[src/rtl/pipelined_adder.sv]
// pipelined_adder: two's-complement adder/subtractor whose carry chain is cut
// into STAGES equal segments, one register stage per segment, with valid/ready
// handshakes on both sides. Optional feature macro: PIPE_ADDER_SAT_EN
// (saturate sum on signed overflow in the final stage).
module pipelined_adder #(
  parameter int WIDTH  = 32,
  parameter int STAGES = 4
) (
  input  logic             clk,
  input  logic             rst,
  input  logic             in_valid,
  output logic             in_ready,
  input  logic [WIDTH-1:0] a,
  input  logic [WIDTH-1:0] b,
  input  logic             sub,
  output logic             out_valid,
  input  logic             out_ready,
  output logic [WIDTH-1:0] sum,
  output logic             carry_out,
  output logic             overflow
);

  localparam int SEG = WIDTH / STAGES;

  logic [STAGES-1:0] vld_vec_s;
  logic [STAGES-1:0] adv_s;

  // Advance chain: a stage moves when it is empty or its successor moves.
  always_comb begin
    adv_s = {STAGES{1'b0}};
    adv_s[STAGES-1] = !vld_vec_s[STAGES-1] || out_ready;
    for (int k = STAGES - 2; k >= 0; k--) begin
      adv_s[k] = !vld_vec_s[k] || adv_s[k+1];
    end
  end

  genvar g;
  generate
    for (g = 0; g < STAGES; g++) begin : gen_stage
      localparam int SRC_W = WIDTH - g * SEG;  // operand bits not yet added
      localparam int RES_W = (g + 1) * SEG;    // result bits known after this stage

      logic             src_v_s;
      logic             src_c_s;
      logic [SRC_W-1:0] src_a_s;
      logic [SRC_W-1:0] src_b_s;
      logic [SEG:0]     seg_s;
      logic [RES_W-1:0] cat_s;
      logic [RES_W-1:0] nxt_res_s;
      logic             load_s;
      logic             vld_q, vld_d;
      logic             c_q, c_d;
      logic [RES_W-1:0] res_q, res_d;

      if (g == 0) begin : gen_src
        // First stage takes operands from the port and folds sub into B and carry-in.
        always_comb begin
          src_v_s = in_valid;
          src_a_s = a;
          src_b_s = sub ? ~b : b;
          src_c_s = sub;
        end
        // First stage result is just its own segment.
        always_comb begin
          cat_s = seg_s[SEG-1:0];
        end
      end else begin : gen_src
        // Later stages consume the skewed operands and carry of the previous stage.
        always_comb begin
          src_v_s = gen_stage[g-1].vld_q;
          src_a_s = gen_stage[g-1].gen_skew.ua_q;
          src_b_s = gen_stage[g-1].gen_skew.ub_q;
          src_c_s = gen_stage[g-1].c_q;
        end
        // Append this segment above the lower bits already computed.
        always_comb begin
          cat_s = {seg_s[SEG-1:0], gen_stage[g-1].res_q};
        end
      end

      // Add this stage's segment using the carry handed down from below.
      always_comb begin
        seg_s = {1'b0, src_a_s[SEG-1:0]} + {1'b0, src_b_s[SEG-1:0]} + {{SEG{1'b0}}, src_c_s};
      end

      assign load_s = adv_s[g] && src_v_s;

      if (g == STAGES - 1) begin : gen_last
        logic ovf_q, ovf_d, ovf_raw_s;
        // Signed overflow from the operand MSBs and the fresh result MSB; optional saturation.
        always_comb begin
          ovf_raw_s = (src_a_s[SRC_W-1] == src_b_s[SRC_W-1]) &&
                      (cat_s[RES_W-1] != src_a_s[SRC_W-1]);
`ifdef PIPE_ADDER_SAT_EN
          if (ovf_raw_s) begin
            nxt_res_s = src_a_s[SRC_W-1] ? {1'b1, {(RES_W-1){1'b0}}} : {1'b0, {(RES_W-1){1'b1}}};
          end else begin
            nxt_res_s = cat_s;
          end
`else
          nxt_res_s = cat_s;
`endif
          if (load_s) begin
            ovf_d = ovf_raw_s;
          end else begin
            ovf_d = ovf_q;
          end
        end
        // Overflow flag register, held while the output is stalled.
        always_ff @(posedge clk or posedge rst) begin
          if (rst) begin
            ovf_q <= 1'b0;
          end else begin
            ovf_q <= ovf_d;
          end
        end
      end else begin : gen_skew
        logic [SRC_W-SEG-1:0] ua_q, ua_d, ub_q, ub_d;
        // Carry the not-yet-added operand bits alongside the partial sum.
        always_comb begin
          nxt_res_s = cat_s;
          if (load_s) begin
            ua_d = src_a_s[SRC_W-1:SEG];
            ub_d = src_b_s[SRC_W-1:SEG];
          end else begin
            ua_d = ua_q;
            ub_d = ub_q;
          end
        end
        // Skewed operand registers.
        always_ff @(posedge clk or posedge rst) begin
          if (rst) begin
            ua_q <= {(SRC_W-SEG){1'b0}};
            ub_q <= {(SRC_W-SEG){1'b0}};
          end else begin
            ua_q <= ua_d;
            ub_q <= ub_d;
          end
        end
      end

      // Next-state for the valid bit, partial result and segment carry.
      always_comb begin
        if (adv_s[g]) begin
          vld_d = src_v_s;
        end else begin
          vld_d = vld_q;
        end
        if (load_s) begin
          res_d = nxt_res_s;
          c_d   = seg_s[SEG];
        end else begin
          res_d = res_q;
          c_d   = c_q;
        end
      end

      // Stage registers; reset discards any in-flight operation.
      always_ff @(posedge clk or posedge rst) begin
        if (rst) begin
          vld_q <= 1'b0;
          c_q   <= 1'b0;
          res_q <= {RES_W{1'b0}};
        end else begin
          vld_q <= vld_d;
          c_q   <= c_d;
          res_q <= res_d;
        end
      end

      assign vld_vec_s[g] = vld_q;
    end
  endgenerate

  assign in_ready  = adv_s[0];
  assign out_valid = gen_stage[STAGES-1].vld_q;
  assign sum       = gen_stage[STAGES-1].res_q;
  assign carry_out = gen_stage[STAGES-1].c_q;
  assign overflow  = gen_stage[STAGES-1].gen_last.ovf_q;

endmodule

[config.mk]
export PLATFORM = sky130hd
export DESIGN_NAME = pipelined_adder
export DESIGN_NICKNAME = d
export VERILOG_FILES = /design/src/rtl/pipelined_adder.sv
export SDC_FILE = /design/constraint.sdc
export NUM_CORES = 1
export LEC_CHECK = 0
export ABC_AREA = 1
export BUFFER_PORTS_ARGS = -buffer_cell sky130_fd_sc_hd__buf_2
export CORE_MARGIN = 8
export CORE_UTILIZATION = 35
export CTS_CLUSTER_SIZE = 40
export DETAILED_ROUTE_END_ITERATION = 6
export SYNTH_ARGS = -nofsm -noshare
export SYNTH_HDL_FRONTEND = slang
export SYNTH_SLANG_ARGS = --single-unit
[constraint.sdc]
create_clock -name clk -period 7.25 [get_ports clk]
set_clock_uncertainty 0.15 [all_clocks]
set_input_delay 2.175 -clock clk [delete_from_list [all_inputs] [get_ports clk]]
set_output_delay 2.175 -clock clk [all_outputs]
set_load 0.01 [all_outputs]
==> metrics.md <==
| Metric | Value |
|---|---|
| Post-DRT Antenna Nets | 0 |
| Post-Synthesis Net Count | 1090 |
| Number of CTS-inserted buffers | 17 |
| Hpwl dp | 12.62 mm |
| Vias in the first global route | 6179 |
| Top FF cell, synth | dfrtp_1 |
| Total Neg Setup Slack | 0 ns |
| Fill cells | 2527 |
| Actual slew at the worst max-slew pin | 0.9992 ns |
| Yosys warns | 0 |
| Starting Density | 0.3551 |
| Gr usage total | 0.1250 |
| Cells after Synth | 986 |
| ANT cells | 0 |
| First-pass GRT wire length | 31.11 mm |
| Routed WL | 18.23 mm |
| DRC errors left | 0 |
| Ranking of synthesized cells by area | dfrtp_1 (54%), nand2_1 (18%), o21ai_0 (4.2%) |
| Die H | 172.9 µm |
| Synth-to-layout area growth | 15.84% |
| Fin cells | 1410 |
| Wirelength per Cell | 12.93 µm |
| Crit start category | input pin |
| Fmax | 191.4 MHz |
| Library cells used by synthesis | 26 |
| Mapped Area | 8611 µm² |
| CTS tree | built |
| CTS max path bufs | 2 |
| Pre-antenna DRT Iters | 4 |
| Yosys reg bits | 185 |
| Clock latency on the worst-skew pair | 0.43 ns |
| Vias/cell | 4.357 |
| Lkg Pwr | 5.276 nW |
| DR iter-0 viols | 402 |
| Share of cells above drive strength 1 | 0.1492 |
| Mean Syn Cell Area | 8.733 µm² |
| Final Max Tran Viols | 0 |
| Worst-path clk slew | 0.07 ns |
| RR Startpoint | out_valid |
| Dominant cell by count in the synthesized netlist | nand2_1 |
| Row cnt | 57 |
| Largest net degree at the start of global routing | 186 |
| Max_cap viols | 0 |
| Post-layout min period | 5.226 ns |
| CTS H-tree lvls | 4 |
| Ports | 105 |
| Vias | 6143 |
| Post-CTS Setup Inserts | 0 |
| CTS resizes | 0 |
| Total clock sinks | 185 |
| # hold bufs at CTS | 0 |
| Worst path arrival time | 2.90 ns |
| PwrDens | 352.9 nW/µm² |
| Clock Tree Root | clkbuf_16 |
| EDFF count, synth | 0 |
| Worst Hold Class | reg -> reg |
| Critical path endpoint category | primary output |
| I/O Buffers | 104 |
| Final Hold Viols | 0 |
| Ys async rst share | 1.000 |
| Final Setup Violations | 0 |
| Status | finished clean |
| Die width | 172.9 µm |
| DP Cell Count | 1378 |
| Placed Area | 9348 µm² |
| Commonest cells post-synth | nand2_1 (412), dfrtp_1 (185), inv_1 (74) |
| Critical Path Source | out_ready |
| Sequential share of the synthesized area | 0.5376 |
| Crit Path Max Fanout | 3 |
| Final std cell area, no fill | 9975 µm² |
| Critical path class | in -> out |
| Max IR drop VDD | 165.8 µV |
| Core area | 24250 µm² |
| RSZ-0062 raised after global routing | no |
| Gp weighted congestion | 0.7908 |
| Layout net count | 1177 |
| Req. time, crit path | 4.93 ns |
| Worst hold start | gen_stage[0].gen_skew.ua_q[15] |
| Yosys top cell by area | dfrtp_1 |
| Final cycle utilization of the critical path | 0.7208 |
| Die footprint | 29880 µm² |
| Relative slew margins | 0.3339 |
| Yosys top cell area share | 0.5376 |
| Antenna violations before repair | 0 |
| Total grt overflow | 0 |
-- final cells by class --
type                    instances  area, µm²  area share
flip-flops and latches        185       4629      0.4641
clock buffers                  18      439.2     0.04403
repair buffers                108      563.0     0.05645
clock inverters                14      187.7     0.01882
well taps                     324      405.4     0.04064
multi-input cells             684       3457      0.3466
inverters                      77      292.8     0.02935
-- worst paths after layout --
kind,endpoint,slack (ns),cells past startpoint
worst max-delay path,in_ready,2.02,6
worst min-delay path,gen_stage[1].gen_skew.ua_q[7],0.32,2
worst max register to register,gen_stage[0].gen_skew.ub_q[6],4.79,7
worst min register to register,gen_stage[1].gen_skew.ua_q[7],0.32,2
max in group asynchronous,gen_stage[0].gen_skew.ua_q[12],4.34,3
min in group asynchronous,sum[4],1.89,3
-- cells by family after synthesis --
logic type,count (synthesis),share of synthesized area
adder cells (fa/ha/maj),35,0.05696
flip-flops,185,0.5376
buffers and inverters,117,0.06175
AO/OA/AOI/OAI,113,0.07091
AND/OR/NAND/NOR,494,0.2300
XOR/XNOR,42,0.04272
-- cell usage in the layout, fill, tap and decap left out --
master,count
xnor2_1,20
o21ai_2,9
nand2_1,411
inv_6,3
fa_1,7
clkbuf_8,1
buf_12,1
buf_2,104
inv_8,2
nor2_1,14
dfrtp_1,185
buf_4,3
o21ai_0,72
o21ai_1,10
inv_2,3
bufinv_16,3
a21o_1,4
or2_2,5
o22ai_1,1
clkinvlp_4,4
inv_1,73
nor2_4,1
clkinv_4,3
nand3_1,40
a21oi_1,17
ha_1,28
clkbuf_16,17
nor2_2,1
nand4_1,15
xor2_1,22
nand3b_1,5
nand2_2,2
-- where the power goes --
part	internal (mW)	switching (mW)	total (mW)
Sequential	1.34	0.168	1.51
Clock	0.562	0.418	0.980
Combinational	0.388	0.640	1.03
Total	2.29	1.23	3.52
-- worst max-delay path, stage by stage --
cell and delay (ns):
buf_2 0.09, inv_1 0.07, nand4_1 0.16, nor2_2 0.19, inv_1 0.07, buf_2 0.14
-- per-stage QoR --
| step | utilization | hold slack [ns] | worst slack, ns | power, mW |
|---|---|---|---|---|
| final | 0.4114 | 0.3196 | 2.024 | 3.520 |
| after global routing | 0.4114 | 0.3424 | 1.929 | 3.789 |
| after CTS | 0.4114 | 0.3213 | 2.020 | 3.566 |
| after detailed placement | 0.3855 | 0.3074 | 2.016 | 2.571 |
| after global placement | 0.3855 | 0.3016 | 2.035 | 2.549 |
| after floorplan | - | 0.2922 | 2.341 | 2.247 |
-- state kept, by name, summed over array words and instances, names as in the netlist --
signal / cells
gen_stage.gen_skew.ua_q: 48
gen_stage.gen_skew.ub_q: 48
gen_stage.res_q: 48
sum: 32
gen_stage.c_q: 3
gen_stage.vld_q: 3
carry_out: 1
out_valid: 1
overflow: 1
-- routing by layer --
metal	vias up	wire [µm]	track usage
met5	-	0	0
met4	0	252	0.04132
met3	16	524	0.02265
met2	98	6933	0.1668
met1	2754	10520	0.1966
li1	3275	-	-
(Power assumes the default switching activity.)
